[config.mk]
export PLATFORM = sky130hd
export DESIGN_NAME = sprite_rom_arbiter
export DESIGN_NICKNAME = d
export VERILOG_FILES = /design/src/rtl/sprite_arb_pkg.sv /design/src/rtl/rr_picker.sv /design/src/rtl/sprite_rom_arbiter.sv
export SDC_FILE = /design/constraint.sdc
export NUM_CORES = 1
export LEC_CHECK = 0
export BUFFER_PORTS_ARGS = -buffer_cell sky130_fd_sc_hd__buf_2
export CORE_MARGIN = 4
export CORE_UTILIZATION = 41
export CTS_CLUSTER_DIAMETER = 60
export DETAILED_ROUTE_END_ITERATION = 7
export GPL_TIMING_DRIVEN = 1
export PLACE_DENSITY = 0.79
export SLEW_MARGIN = 20
export SYNTH_ARGS = -nofsm -noshare
export SYNTH_HDL_FRONTEND = slang
export SYNTH_SLANG_ARGS = --single-unit
[constraint.sdc]
create_clock -name vga_clk -period 3.11 [get_ports vga_clk]
set_clock_uncertainty 0.15 [all_clocks]
set_input_delay 0.622 -clock vga_clk [delete_from_list [all_inputs] [get_ports vga_clk]]
set_output_delay 0.622 -clock vga_clk [all_outputs]
set_load 0.01 [all_outputs]
[src/rtl/sprite_arb_pkg.sv]
//============================================================================
// sprite_arb_pkg: shared defaults, types and helpers for sprite_rom_arbiter.
// Rev 1.0
//============================================================================
`default_nettype none

package sprite_arb_pkg;

  localparam int DEF_N_REQ   = 4;
  localparam int DEF_ADDR_W  = 10;
  localparam int DEF_DATA_W  = 3;
  localparam int DEF_ROM_LAT = 1;

  typedef logic [$clog2(DEF_N_REQ)-1:0] req_id_t;

  typedef enum logic [0:0] {
    IDLE   = 1'b0,
    LOCKED = 1'b1
  } arb_state_t;

  function automatic int wrap_inc(input int idx, input int n);
    return (idx + 1 >= n) ? 0 : idx + 1;
  endfunction

endpackage

`default_nettype wire

[src/rtl/rr_picker.sv]
//============================================================================
// rr_picker: first asserted request at or after ptr, wrapping modulo N_REQ.
// Rev 1.0
//============================================================================
`default_nettype none

module rr_picker #(
  parameter int N_REQ = 4,
  parameter int ID_W  = 2
) (
  input  logic [N_REQ-1:0] req,
  input  logic [ID_W-1:0]  ptr,
  output logic [ID_W-1:0]  winner,
  output logic             found
);

  logic [ID_W-1:0] idx;

  always_comb begin
    winner = '0;
    found  = 1'b0;
    idx    = '0;
    for (int k = 0; k < N_REQ; k++) begin
      idx = ID_W'((int'(ptr) + k) % N_REQ);
      if (!found && req[idx]) begin
        found  = 1'b1;
        winner = idx;
      end
    end
  end

endmodule

`default_nettype wire

[src/rtl/sprite_rom_arbiter.sv]
//============================================================================
// sprite_rom_arbiter: round-robin sharing of one sprite ROM with burst lock.
// Build option SPRITE_ARB_PRIO0_EN gives requester 0 absolute idle priority.
// Rev 1.0
//============================================================================
`default_nettype none

module sprite_rom_arbiter
  import sprite_arb_pkg::*;
#(
  parameter int N_REQ   = DEF_N_REQ,
  parameter int ADDR_W  = DEF_ADDR_W,
  parameter int DATA_W  = DEF_DATA_W,
  parameter int ROM_LAT = DEF_ROM_LAT
) (
  input  logic                    vga_clk,
  input  logic                    reset_n,
  input  logic [N_REQ-1:0]        req,
  input  logic [N_REQ-1:0]        lock,
  input  logic [N_REQ*ADDR_W-1:0] addr,
  output logic [N_REQ-1:0]        gnt,
  output logic [ADDR_W-1:0]       rom_addr,
  input  logic [DATA_W-1:0]       rom_q,
  output logic [N_REQ-1:0]        rd_valid,
  output logic [DATA_W-1:0]       rd_data
);

  localparam int ID_W = (N_REQ > 1) ? $clog2(N_REQ) : 1;

  arb_state_t      state, next_state;
  logic [ID_W-1:0] ptr, next_ptr;
  logic [ID_W-1:0] owner, next_owner;
  logic [ID_W-1:0] pick_id, grant_id;
  logic            pick_found, grant_vld;

  logic [ROM_LAT-1:0]           pipe_valid;
  logic [ROM_LAT-1:0][ID_W-1:0] pipe_id;

  rr_picker #(
    .N_REQ (N_REQ),
    .ID_W  (ID_W)
  ) u_picker (
    .req    (req),
    .ptr    (ptr),
    .winner (pick_id),
    .found  (pick_found)
  );

  always_comb begin
    next_state = state;
    next_ptr   = ptr;
    next_owner = owner;
    grant_vld  = 1'b0;
    grant_id   = owner;
    gnt        = '0;
    rom_addr   = '0;
    case (state)
      IDLE: begin
`ifdef SPRITE_ARB_PRIO0_EN
        // Priority grants to requester 0 leave the rotation untouched.
        if (req[0]) begin
          grant_vld = 1'b1;
          grant_id  = '0;
        end else
`endif
        if (pick_found) begin
          grant_vld = 1'b1;
          grant_id  = pick_id;
          next_ptr  = ID_W'(wrap_inc(int'(pick_id), N_REQ));
        end
        if (grant_vld && lock[grant_id]) begin
          next_state = LOCKED;
          next_owner = grant_id;
        end
      end
      LOCKED: begin
        if (req[owner]) begin
          grant_vld = 1'b1;
          grant_id  = owner;
          if (!lock[owner]) next_state = IDLE;
        end
      end
      default: next_state = IDLE;
    endcase
    if (!reset_n) grant_vld = 1'b0;
    if (grant_vld) begin
      gnt[grant_id] = 1'b1;
      rom_addr      = addr[int'(grant_id)*ADDR_W +: ADDR_W];
    end
  end

  always_ff @(posedge vga_clk or negedge reset_n) begin
    if (!reset_n) begin
      state <= IDLE;
      ptr   <= '0;
      owner <= '0;
    end else begin
      state <= next_state;
      ptr   <= next_ptr;
      owner <= next_owner;
    end
  end

  // Requester ids ride alongside the ROM latency so each result finds its owner.
  always_ff @(posedge vga_clk or negedge reset_n) begin
    if (!reset_n) begin
      pipe_valid <= '0;
      pipe_id    <= '0;
      rd_valid   <= '0;
      rd_data    <= '0;
    end else begin
      pipe_valid[0] <= grant_vld;
      pipe_id[0]    <= grant_id;
      for (int i = 1; i < ROM_LAT; i++) begin
        pipe_valid[i] <= pipe_valid[i-1];
        pipe_id[i]    <= pipe_id[i-1];
      end
      rd_valid <= '0;
      if (pipe_valid[ROM_LAT-1]) begin
        rd_valid[pipe_id[ROM_LAT-1]] <= 1'b1;
        rd_data                      <= rom_q;
      end
    end
  end

endmodule

`default_nettype wire

# Yosys cells after proc, flatten, opt, wreduce, memory -nomap -nowiden
# Index checks and enable logic that the tools add are counted.
# totals
word_cells	78
inputBits	53
regBits	15
# classes
magnitude_cmp	11
muxes	42
bitwise	1
addsub	4
n_reduce_logical	11
mul	1
n_shift	1
# ops
op	count
indexed part select 40 x 7 -> 10 bit	1
less-than comparator 2 x 3 -> 1 bit, second input constant	8
2-to-1 mux 1 bit	20
binary-select mux 1 bit (select 2 bit)	7
2-to-1 mux 2 bit	7
2-to-1 mux 10 bit	1
2-to-1 mux 4 bit	2
logical AND 1 bit	6
multiplier 2 x 3 -> 5 bit, second input constant	1
adder 2 bit, second input constant	2
demux 1 bit (select 2 bit)	2
>= comparator 2 x 1 -> 1 bit, second input constant	2
case mux 1 bit (2 select lines)	2
case mux 2 bit (2 select lines)	1
AND reduction 2 bit	2
adder 2 x 1 -> 3 bit, second input constant	1
>= comparator 3 bit, second input constant	1
zero test 1 bit	3
adder 2 x 1 -> 2 bit, second input constant	1
inverter 1 bit	1

# Depth between registers and ports, before layout
# logic_depth
ltp_word	20
depth_mapped	8
mapped_depth_nobuf	7

# Cells and area by module
# Synthesis repeated with hierarchy kept, for this count alone.
# hier_totals
hier_cells	95
area_unflattened_um2	1134.8
# by_module_without_submodules
mod	seq_area_each_um2	cells_each	area_each_um2	instances
sprite_rom_arbiter	375.4	80	1057.3	1
rr_picker	0.0	15	77.6	1

# Worst setup path before layout
# OpenSTA, ideal clock, no wires.
# synth_timing
path_type	input-to-output
from	in req[1]
to	out rom_addr[1]
slack_ns	0.374
path_buffers	1
t_arrival_ns	1.964
path_stages	8
cell_sequence	mux2i_1 > and2_4 > or3_4 > clkinv_2 > o32ai_2 > buf_6 > a222oi_1 > nand2_1
# synth_via
elab_chain_len	18
word_cells_on_any_way	35
classes_between	mul: 1; shift: 1; mux: 27; reduce/logical: 6
# synth_lines
element	line_no	rtl
start, declared	sprite_rom_arbiter.sv:18	input logic [N_REQ-1:0] req,
binary-select mux 1 bit (select 2 bit)	rr_picker.sv:25	if (!found && req[idx]) begin
2-to-1 mux 1 bit (not written as such)	rr_picker.sv:25	
2-to-1 mux 1 bit	rr_picker.sv:25	
zero test 1 bit	rr_picker.sv:25	
logical AND 1 bit	rr_picker.sv:25	
2-to-1 mux 1 bit	rr_picker.sv:25	
zero test 1 bit	rr_picker.sv:25	
logical AND 1 bit	rr_picker.sv:25	
(+2 left out)	n/a	
logical AND 1 bit	rr_picker.sv:25	
2-to-1 mux 2 bit or 2-to-1 mux 1 bit (tied branches)	rr_picker.sv:25	
2-to-1 mux 2 bit	sprite_rom_arbiter.sv:66	if (pick_found) begin
2-to-1 mux 2 bit	sprite_rom_arbiter.sv:57	case (state)
case mux 2 bit (2 select lines)	sprite_rom_arbiter.sv:57	
multiplier 2 x 3 -> 5 bit	sprite_rom_arbiter.sv:88	rom_addr = addr[int'(grant_id)*ADDR_W +: ADDR_W];
indexed part select 40 x 7 -> 10 bit	sprite_rom_arbiter.sv:88	
2-to-1 mux 10 bit *	sprite_rom_arbiter.sv:86	if (grant_vld) begin
end, declared	sprite_rom_arbiter.sv:22	output logic [ADDR_W-1:0] rom_addr,
# Every way passes the cells marked *; elsewhere a longest branch is shown, timed or not. The select of a mux whose other input is x is not followed.

# Worst setup path after layout
# Ends and elaborated chain as after synthesis.

==> impl_metrics.env <==
export IMPL_status="complete, no violations"
export IMPL_critPathMaxFanout=7
export IMPL_grt_pass1_wl_um=5150
export IMPL_core_area_um2=2500
export IMPL_fillers=210
export IMPL_numCtsBuffers=3
export IMPL_netlist_instances=116
export IMPL_ys_flop_type="dfrtp_1"
export IMPL_async_flop_share_pct=100
export IMPL_min_period_ns=3.06
export IMPL_yosysSeqAreaShare_pct=34.5
export IMPL_dieArea_um2=3540
export IMPL_syn_area_um2=1090
export IMPL_crit_family="simple AND/OR/NAND/NOR gates"
export IMPL_htreeDepth=1
export IMPL_cp_slowest_stage_delay_ns=0.35
export IMPL_hold_viol_final=0
export IMPL_timing_rr_end="state"
export IMPL_path_cells="buf_2, mux2i_1, and2_4, or3_4, clkinv_4, o32ai_4, buf_6, a222oi_1, nand2_1, buf_2"
export IMPL_io_pins=74
export IMPL_max_cap_viol_count=0
export IMPL_drv_slew=0
export IMPL_fin_crit_sh_pct=98.3
export IMPL_wl_met3_um=159
export IMPL_path_class="in2out"
export IMPL_cp_required_ns=2.34
export IMPL_met1_length_um=1320
export IMPL_p_leak_nw=0.863
export IMPL_cts_buffer_depth=2
export IMPL_wl_met2_um=1980
export IMPL_regToRegSetupSlack_ns=0.95
export IMPL_clock_latency_ns=0.27
export IMPL_worst_path_stages=10
export IMPL_overflow=0
export IMPL_ant_nets=0
export IMPL_grt_pass1_vias=1226
export IMPL_drtIter0Drc=96
export IMPL_worst_slack_ns=0.0518
export IMPL_nets=254
export IMPL_antenna_cells=0
export IMPL_hpwl_um=2820
export IMPL_topRoutingLayerUsed="met4"
export IMPL_vdd_ir_drop_max_uv=448
export IMPL_worstSetupEndpointType="output port"
export IMPL_max_slew_margin_pct=65.1
export IMPL_avgSynthCellArea_um2=9.38
export IMPL_cts_tree="built"
export IMPL_rsz0062_at_grt="yes"
export IMPL_ys_warn_count=0
export IMPL_start_util_pct=43.5
export IMPL_rr_worst_depth=6
export IMPL_worstMarginPinSlew_ns=0.518
export IMPL_drive_gt1_share_pct=55.8
export IMPL_ys_types=37
export IMPL_vias=1262
export IMPL_dpl_cell_count=219
export IMPL_portBuffers=73
export IMPL_area_growth_pct=50.7
export IMPL_first_pass_iters=6
export IMPL_powerDensity_nw_per_um2=769
export IMPL_stdcell_count=229
export IMPL_clock_sinks=15
export IMPL_drt_total_wl_um=3500
export IMPL_cts_root_buf="clkbuf_4"
export IMPL_max_freq_mhz=327
export IMPL_startpoint_type="input port"
export IMPL_startpoint="req[1]"
export IMPL_rows=18
export IMPL_post_drt_wl_per_cell_um=15.3
export IMPL_grt_util_all_layers_pct=18.8
export IMPL_setup_viol=0
export IMPL_cp_slowest_cell="or3_4"
export IMPL_die_h_um=59.5
export IMPL_cpMostUsedCell="buf_2"
export IMPL_drc=0
export IMPL_antenna_found_initial=0
export IMPL_place_gp_congestion=0.961
export IMPL_via_per_inst=5.51
export IMPL_reg2reg_from="ptr[1]"
export IMPL_path_buf_inv=4
export IMPL_cp_arrival_ns=2.29
export IMPL_endpoint="rom_addr[1]"
export IMPL_synth_seq_cells=15
export IMPL_worst_hold_path_type="in2async"
export IMPL_synth_edff_count=0
export IMPL_syn_nets=170
export IMPL_grt_max_degree=14
export IMPL_post_place_ws_ns=-0.0321
export IMPL_clkTransAtPathRegs_ns=0.08
export IMPL_die_w_um=59.5
-- cell usage after synthesis, types with 2 or more instances --
library cell | number | area [um^2]
nor3b_1 | 2 | 15.0
mux4_2 | 2 | 45.0
o21a_1 | 2 | 15.0
a222oi_1 | 10 | 100
o21ai_0 | 3 | 15.0
buf_6 | 2 | 22.5
nor2_1 | 3 | 11.3
a21oi_1 | 4 | 20.0
buf_4 | 2 | 15.0
or2b_2 | 2 | 17.5
dfrtp_1 | 15 | 375
mux2i_1 | 3 | 30.0
mux2_2 | 5 | 56.3
clkbuf_8 | 2 | 27.5
nand2_1 | 32 | 120
o31ai_1 | 4 | 30.0
inv_1 | 3 | 11.3
-- timing repair --
item                                    in CTS  in global routing
setup buffers                                1                  5
endpoints found under the hold margin        2                  0
endpoints found under the setup margin      10                 10
gates resized for setup                      6                 10
cloned                                       1                  0
hold buffers                                 1                  0
pin swaps                                    3                  9
-- area by class of cell --
| class | instances | area (um^2) | area share, % |
|---|---|---|---|
| timing repair buffer | 86 | 502 | 30.6 |
| sequential | 15 | 377 | 23.0 |
| inverter | 4 | 20.0 | 1.22 |
| tap | 30 | 37.5 | 2.29 |
| clock buffer | 4 | 26.3 | 1.60 |
| multi-input combinational | 90 | 678 | 41.3 |
-- worst min-delay path by stage --
stage                        from       end  slack, ns  cells after the start
after detailed placement  reset_n    ptr[1]       0.28                      1
after floorplan           reset_n  owner[0]       0.18                      0
final                     reset_n  owner[1]       0.18                      2
after global placement    reset_n  owner[0]       0.28                      1
after global routing      reset_n  owner[1]       0.18                      2
after CTS                 reset_n  owner[1]       0.16                      2
-- logic make-up after synthesis --
| kind of cell | count (synthesis) | synth area share, % |
|---|---|---|
| simple gates | 50 | 22.4 |
| compound gates | 29 | 22.1 |
| flops | 15 | 34.5 |
| buf+inv | 11 | 7.82 |
| mux | 10 | 12.1 |
| fa+ha+maj | 1 | 1.15 |
-- power breakdown --
part           switching (mW)  internal (mW)
registers              0.0935          0.278
logic                   0.386          0.399
clock network          0.0556         0.0496
total                   0.535          0.726
-- per-stage QoR --
step / hold slack, ns / total power, mW / cell area [um^2] / utilization [%] / TNS [ns]
global placement: 0.281 / 0.996 / 1480 / 59.0 / 0
CTS: 0.165 / 1.19 / 1560 / 62.4 / 0
detailed placement: 0.281 / 1.04 / 1480 / 59.0 / -0.0514
finish: 0.178 / 1.26 / 1640 / 65.6 / 0
floorplan: 0.176 / 0.813 / 1090 / - / 0
global route: 0.179 / 1.36 / 1640 / 65.6 / -0.223
-- state kept, by name, summed over array words and instances (netlist names) --
name        cells
pipe_valid      1
state           1
rd_data         3
pipe_id         2
owner           2
rd_valid        4
ptr             2
-- layout by cell type (no fill, tap or decap), drive strengths merged, types with 2 or more instances in the layout --
master / instances
nand2: 32
nor2: 3
o21ai: 3
nor3b: 2
mux2i: 3
a21oi: 4
inv: 3
or2b: 2
o32ai: 2
mux2: 5
clkbuf: 4
mux4: 2
a222oi: 10
and2: 2
o21a: 2
o31ai: 4
buf: 85
dfrtp: 15
-- routing by layer --
layer | vias up | global-route usage (%)
li1 | 607 | -
met1 | 608 | 21.1
met2 | 41 | 35.4
met3 | 6 | 3.05
met4 | 0 | 6.01
met5 | - | 0
Note: power is estimated with default switching activity, not from simulation.
